==> src/rtl/pcie_tx_mwr_packetizer.sv <==
// pcie_tx_mwr_packetizer: builds 4DW-header MWr TLPs onto a 256-bit AXI-stream TX interface
module pcie_tx_mwr_packetizer #(
  parameter int DATA_W = 256,
  parameter int KEEP_W = 32
) (
  input  logic              user_clk,
  input  logic              user_reset,
  input  logic [15:0]       cfg_requester_id,
  input  logic              req_valid,
  output logic              req_ready,
  input  logic [63:0]       req_addr,
  input  logic [9:0]        req_len_dw,
  input  logic [7:0]        req_tag,
  input  logic [DATA_W-1:0] wr_data,
  input  logic              wr_valid,
  output logic              wr_ready,
  output logic [DATA_W-1:0] s_axis_tx_tdata,
  output logic [KEEP_W-1:0] s_axis_tx_tkeep,
  output logic              s_axis_tx_tlast,
  output logic              s_axis_tx_tvalid,
  input  logic              s_axis_tx_tready,
  output logic [3:0]        s_axis_tx_tuser
);
  typedef enum logic [1:0] {IDLE, HDR, BODY, TAIL} state_t;
  state_t state;
  logic [63:2] addr_q;
  logic [9:0] len_q;
  logic [7:0] tag_q;
  logic [15:0] rid_q;
  logic [10:0] dw_left, dw_next;
  logic [127:0] hold, hdr;
  logic [DATA_W-1:0] raw, beat;
  logic [KEEP_W-1:0] keep;
  logic [3:0] lanes;
  logic out_free, busy, ld;
  logic unused_addr_bits;
  assign unused_addr_bits = ^req_addr[1:0];
  assign s_axis_tx_tuser = 4'b0000;
  // handshake decode, header assembly and the lane-masked next beat
  always_comb begin
    out_free = !s_axis_tx_tvalid || s_axis_tx_tready;
    busy = state == HDR || state == BODY;
    req_ready = state == IDLE && !user_reset;
    wr_ready = busy && out_free;
    ld = out_free && (busy ? wr_valid : state == TAIL);
    hdr = {addr_q[31:2], 2'b00, addr_q[63:32], rid_q, tag_q, (len_q == 10'd1) ? 4'h0 : 4'hF, 4'hF,
           3'b011, 19'd0, len_q};
    raw = {wr_data[127:0], state == HDR ? hdr : hold};
    lanes = state == HDR ? (dw_left >= 11'd4 ? 4'd8 : dw_left[3:0] + 4'd4) :
            state == BODY ? (dw_left >= 11'd8 ? 4'd8 : dw_left[3:0]) : dw_left[3:0];
    dw_next = state == HDR ? (dw_left >= 11'd4 ? dw_left - 11'd4 : 11'd0) :
              state == BODY ? (dw_left >= 11'd8 ? dw_left - 11'd8 : 11'd0) : 11'd0;
    beat = '0;
    keep = '0;
    for (int i = 0; i < 8; i++) begin
      beat[32*i +: 32] = (4'(i) < lanes) ? raw[32*i +: 32] : 32'd0;
      keep[4*i +: 4] = (4'(i) < lanes) ? 4'hF : 4'h0;
    end
  end
  // request latch, FSM and output register stage
  always_ff @(posedge user_clk or posedge user_reset) begin
    if (user_reset) begin
      state <= IDLE;
      addr_q <= '0;
      len_q <= '0;
      tag_q <= '0;
      rid_q <= '0;
      dw_left <= '0;
      hold <= '0;
      s_axis_tx_tdata <= '0;
      s_axis_tx_tkeep <= '0;
      s_axis_tx_tlast <= 1'b0;
      s_axis_tx_tvalid <= 1'b0;
    end else begin
      if (ld) begin
        s_axis_tx_tdata <= beat;
        s_axis_tx_tkeep <= keep;
        s_axis_tx_tlast <= dw_next == 11'd0;
        s_axis_tx_tvalid <= 1'b1;
        hold <= wr_data[255:128];
        dw_left <= dw_next;
        state <= (dw_next == 11'd0) ? IDLE : (dw_next <= 11'd4) ? TAIL : BODY;
      end else if (s_axis_tx_tready) begin
        s_axis_tx_tvalid <= 1'b0;
      end
      if (state == IDLE && req_valid) begin
        addr_q <= req_addr[63:2];
        len_q <= req_len_dw;
        tag_q <= req_tag;
        rid_q <= cfg_requester_id;
        dw_left <= {req_len_dw == 10'd0, req_len_dw};
        state <= HDR;
      end
    end
  end
endmodule

==> config.mk <==
export PLATFORM = sky130hd
export DESIGN_NAME = pcie_tx_mwr_packetizer
export DESIGN_NICKNAME = d
export VERILOG_FILES = /design/src/rtl/pcie_tx_mwr_packetizer.sv
export SDC_FILE = /design/constraint.sdc
export NUM_CORES = 1
export LEC_CHECK = 0
export CAP_MARGIN = 20
export CORE_AREA = 2 2 254 256
export CTS_CLUSTER_SIZE = 30
export DETAILED_ROUTE_END_ITERATION = 6
export DIE_AREA = 0 0 256 258
export HOLD_SLACK_MARGIN = 0.02
export SYNTH_ARGS = -nofsm -noshare
export SYNTH_HDL_FRONTEND = slang
export SYNTH_SLANG_ARGS = --single-unit
export TNS_END_PERCENT = 100
==> constraint.sdc <==
create_clock -name user_clk -period 16.08 [get_ports user_clk]
set_clock_uncertainty 0.05 [all_clocks]
set_input_delay 3.216 -clock user_clk [delete_from_list [all_inputs] [get_ports user_clk]]
set_output_delay 3.216 -clock user_clk [all_outputs]
set_load 0.005 [all_outputs]
==> results.sh <==
export IMPL_status="finished clean"
export IMPL_p_leak_nw=13.7
export IMPL_total_via_count_after_detailed_routing=17072
export IMPL_ratio_of_cells_with_drive_above_1_in_the_final_layout_pct=5.08
export IMPL_period_minus_slack_ns=7.76
export IMPL_hold_path_end="addr_q[31]$_DFFE_PP0P_"
export IMPL_worstPathArrival_ns=4.49
export IMPL_power_report_internal_total_w=0.00389
export IMPL_cts_htree_levels=2
export IMPL_timing_critical_path_slowest_stage_cell="sky130_fd_sc_hd__clkdlybuf4s50_1"
export IMPL_synth_enable_flop_cells=0
export IMPL_leading_cell_type_in_the_layout_fill_and_taps_excluded="sky130_fd_sc_hd__nand2_1"
export IMPL_ir_drop_mv=0.105
export IMPL_place_gp_congestion=0.899
export IMPL_maxSlewViolCount=0
export IMPL_power_density_nw_per_um2=211
export IMPL_post_layout_nonfiller_instances=3559
export IMPL_cts_repair_resized=0
export IMPL_boundaryPins=655
export IMPL_global_route_wire_length_before_repair_um=105000
export IMPL_layout_area_overhead_vs_synth_pct=43.5
export IMPL_cts_reportedPaths_clkPinSlew_ns=0.06
export IMPL_final_net_count=3020
export IMPL_smallest_setup_slack_after_layout_ns=8.32
export IMPL_finalHoldWorstSlack_ns=0.421
export IMPL_r2r_start="state[1]$_DFFE_PP0P_"
export IMPL_grt_max_degree=179
export IMPL_dieHeight_um=258
export IMPL_ys_ff_latch=503
export IMPL_cts_hold_repair_buffers=0
export IMPL_max_slew_margin_pct=28.2
export IMPL_cts_buffer_depth=3
export IMPL_endpoint_kind="primary output"
export IMPL_switching_share_pct=38.0
export IMPL_core_area_um2=63600
export IMPL_crit_path_max_fanout=2
export IMPL_ys_async_sr_fraction_pct=100
export IMPL_worstSkewPairLatency_ns=0.61
export IMPL_fmax_mhz=129
export IMPL_numPlacedInstances=3449
export IMPL_tritoncts_num_sinks=503
export IMPL_timing_final_crit_share_pct=48.2
export IMPL_overflow=0
export IMPL_timing_critical_path_cells="clkdlybuf4s50_1 -> nand2b_1 -> and2_1 -> clkdlybuf4s50_1"
export IMPL_crit_path_max_incr_delay_ns=0.51
export IMPL_tritoncts="done"
export IMPL_clockRootBuffer="sky130_fd_sc_hd__clkbuf_16"
export IMPL_totalNegativeSetupSlack_ns=0
export IMPL_whs_path_depth=2
export IMPL_synth_cell_types=62
export IMPL_ant_nets=0
export IMPL_remaining_drc_errors=0
export IMPL_worstRegToRegCells=9
export IMPL_number_of_global_route_vias_before_repair=17570
export IMPL_ys_warnings_count=0
export IMPL_fillers=5927
export IMPL_hold_path_class="flip-flop to flip-flop"
export IMPL_post_cts_setup_buffer_count=0
export IMPL_worstMarginPinSlew_ns=1.08
export IMPL_power_share_combinational_pct=44.1
export IMPL_avgViaCountPerCell=4.80
export IMPL_die_x_um=256
export IMPL_number_of_antenna_violations_at_the_first_check_in_global_routing=10
export IMPL_commonest_cells_after_routing_fill_and_taps_aside="906 x sky130_fd_sc_hd__nand2_1, 648 x sky130_fd_sc_hd__clkdlybuf4s50_1, 503 x sky130_fd_sc_hd__dfrtp_1, 100 x sky130_fd_sc_hd__o31ai_1, 98 x sky130_fd_sc_hd__a22o_1"
export IMPL_clock_power_share_pct=21.2
export IMPL_holdCritStartpoint="addr_q[31]$_DFFE_PP0P_"
export IMPL_worst_setup_path_start_kind="input port"
export IMPL_wl_per_cell_um=19.3
export IMPL_cts_buffers=56
export IMPL_dr_pass1_iters=7
export IMPL_fin_hold_viols=0
export IMPL_syn_area_um2=20700
export IMPL_critPathMostFrequentCell="sky130_fd_sc_hd__clkdlybuf4s50_1"
export IMPL_grt_usage_pct=20.2
export IMPL_max_cap_violations=0
export IMPL_synthFlopType="sky130_fd_sc_hd__dfrtp_1"
export IMPL_dpl_hpwl_um=46300
export IMPL_power_share_sequential_pct=34.7
export IMPL_netSwitchingPower_w=0.00239
export IMPL_crit_type="input port to primary output"
export IMPL_syn_avg_cell_area_um2=9.93
export IMPL_syn_instance_count=2090
export IMPL_place_ws_ns=8.30
export IMPL_cp_required_ns=12.81
export IMPL_seq_area_frac_synth_pct=60.7
export IMPL_ff2ff_setup_slack_ns=11.90
export IMPL_placementRows=93
export IMPL_rsz0062_at_grt="no"
export IMPL_routed_wirelength_um=68500
export IMPL_initialDrtViolationCount=1032
export IMPL_timing_rr_end="s_axis_tx_tdata[158]$_DFFE_PP0P_"
export IMPL_setup_violation_total_in_the_final_timing_report=0
export IMPL_dieArea_um2=66000
export IMPL_start_util_pct=32.6
export IMPL_port_bufs=648
-- worst max path at each step --
stage,slack [ns],to,startpoint
floorplan,5.99,addr_q[10]$_DFFE_PP0P_,user_reset
finish,8.32,wr_ready,s_axis_tx_tready
global route,8.27,wr_ready,s_axis_tx_tready
global placement,8.31,wr_ready,s_axis_tx_tready
CTS,8.30,wr_ready,s_axis_tx_tready
detailed placement,8.30,wr_ready,s_axis_tx_tready
-- routing by layer --
layer  track usage (%)  routed length [µm]  part of all wire, %  vias up
li1                  -                   -                    -     8050
met1              25.4               28400                   41     8306
met2              33.3               33100                   48      577
met3              5.54                4720                  6.9      135
met4              7.57                2360                  3.4        4
met5                 0                  27                0.039        -
-- worst max-delay path: cells and delay by family --
kind / cells / cell delay (ns)
simple gates: 2 / 0.30
buf+inv: 2 / 0.98
-- state kept, by name, summed over array words and instances, names as in the netlist, 8 cells and up --
register and cells:
rid_q 16, len_q 10, dw_left 11, s_axis_tx_tdata 256
tag_q 8, addr_q 62, s_axis_tx_tkeep 8, hold 128
-- Yosys cell counts, types with 2 or more instances --
library cell                 n  area, µm²
sky130_fd_sc_hd__nor4_1      4       25.0
sky130_fd_sc_hd__nor2b_1     3       18.8
sky130_fd_sc_hd__a22o_1     98        858
sky130_fd_sc_hd__o22ai_1     2       12.5
sky130_fd_sc_hd__o31ai_1   100        751
sky130_fd_sc_hd__a21oi_1    10       50.1
sky130_fd_sc_hd__or2_2       3       18.8
sky130_fd_sc_hd__a31oi_1     7       43.8
sky130_fd_sc_hd__o21ai_0    66        330
sky130_fd_sc_hd__and2_1      2       12.5
sky130_fd_sc_hd__o21ai_1     8       40.0
sky130_fd_sc_hd__nor2_1     22       82.6
sky130_fd_sc_hd__o211ai_1    3       22.5
sky130_fd_sc_hd__or3_1       2       12.5
sky130_fd_sc_hd__buf_1       7       26.3
sky130_fd_sc_hd__nand2_1   907       3400
sky130_fd_sc_hd__nand3_1     7       35.0
sky130_fd_sc_hd__buf_4      31        233
sky130_fd_sc_hd__o31ai_2     9        113
sky130_fd_sc_hd__a41o_1      2       20.0
sky130_fd_sc_hd__a211oi_1    3       22.5
sky130_fd_sc_hd__dfrtp_1   503      12600
sky130_fd_sc_hd__a21oi_2     2       17.5
sky130_fd_sc_hd__a31o_2      3       26.3
sky130_fd_sc_hd__a21o_1      4       30.0
sky130_fd_sc_hd__o211a_1     2       20.0
sky130_fd_sc_hd__ha_1        8        100
sky130_fd_sc_hd__buf_6       4       45.0
sky130_fd_sc_hd__a311oi_1    2       17.5
sky130_fd_sc_hd__mux2i_1    96        961
sky130_fd_sc_hd__buf_2      12       60.1
sky130_fd_sc_hd__clkbuf_1  117        439
sky130_fd_sc_hd__nor3_1      5       25.0
sky130_fd_sc_hd__inv_1       8       30.0
-- metrics by stage --
stage	utilization (%)	cell area (µm²)	total power, W
final	46.8	29800	0.00628
after global routing	46.8	29800	0.00674
after CTS	46.7	29700	0.00637
after detailed placement	43.7	27800	0.00500
after global placement	43.6	27800	0.00490
after floorplan	-	20800	0.00376
-- layout make-up --
cell class / count / area, µm² / area share, %
Clock inverter: 10 / 190 / 0.639
Multi-Input combinational cell: 1410 / 7380 / 24.8
Tap cell: 855 / 1070 / 3.59
Inverter: 9 / 37.5 / 0.126
Clock buffer: 90 / 1720 / 5.78
Antenna cell: 9 / 22.5 / 0.0757
Timing Repair Buffer: 673 / 6750 / 22.7
Sequential cell: 503 / 12600 / 42.3
-- power groups by stage --
| stage | Clock (W) | Sequential (W) | Combinational [W] |
|---|---|---|---|
| finish | 0.00133 | 0.00218 | 0.00277 |
| global placement | 0 | 0.00217 | 0.00273 |
| global route | 0.00142 | 0.00225 | 0.00307 |
| CTS | 0.00137 | 0.00218 | 0.00282 |
| floorplan | 0 | 0.00214 | 0.00162 |
| detailed placement | 0 | 0.00219 | 0.00281 |
-- cells by family (layout without fill, tap and decap cells) --
| kind of cell | count (synthesis) | after routing | synth area share (%) |
|---|---|---|---|
| compound gates | 331 | 331 | 12.0 |
| xor+xnor | 2 | 2 | 0.0844 |
| fa+ha+maj | 8 | 8 | 0.482 |
| buf+inv | 180 | 782 | 4.03 |
| flops | 503 | 503 | 60.7 |
| mux | 96 | 96 | 4.63 |
| other cells | 1 | 13 | 0.0181 |
| simple gates | 969 | 969 | 18.1 |
(Power assumes the default switching activity.)
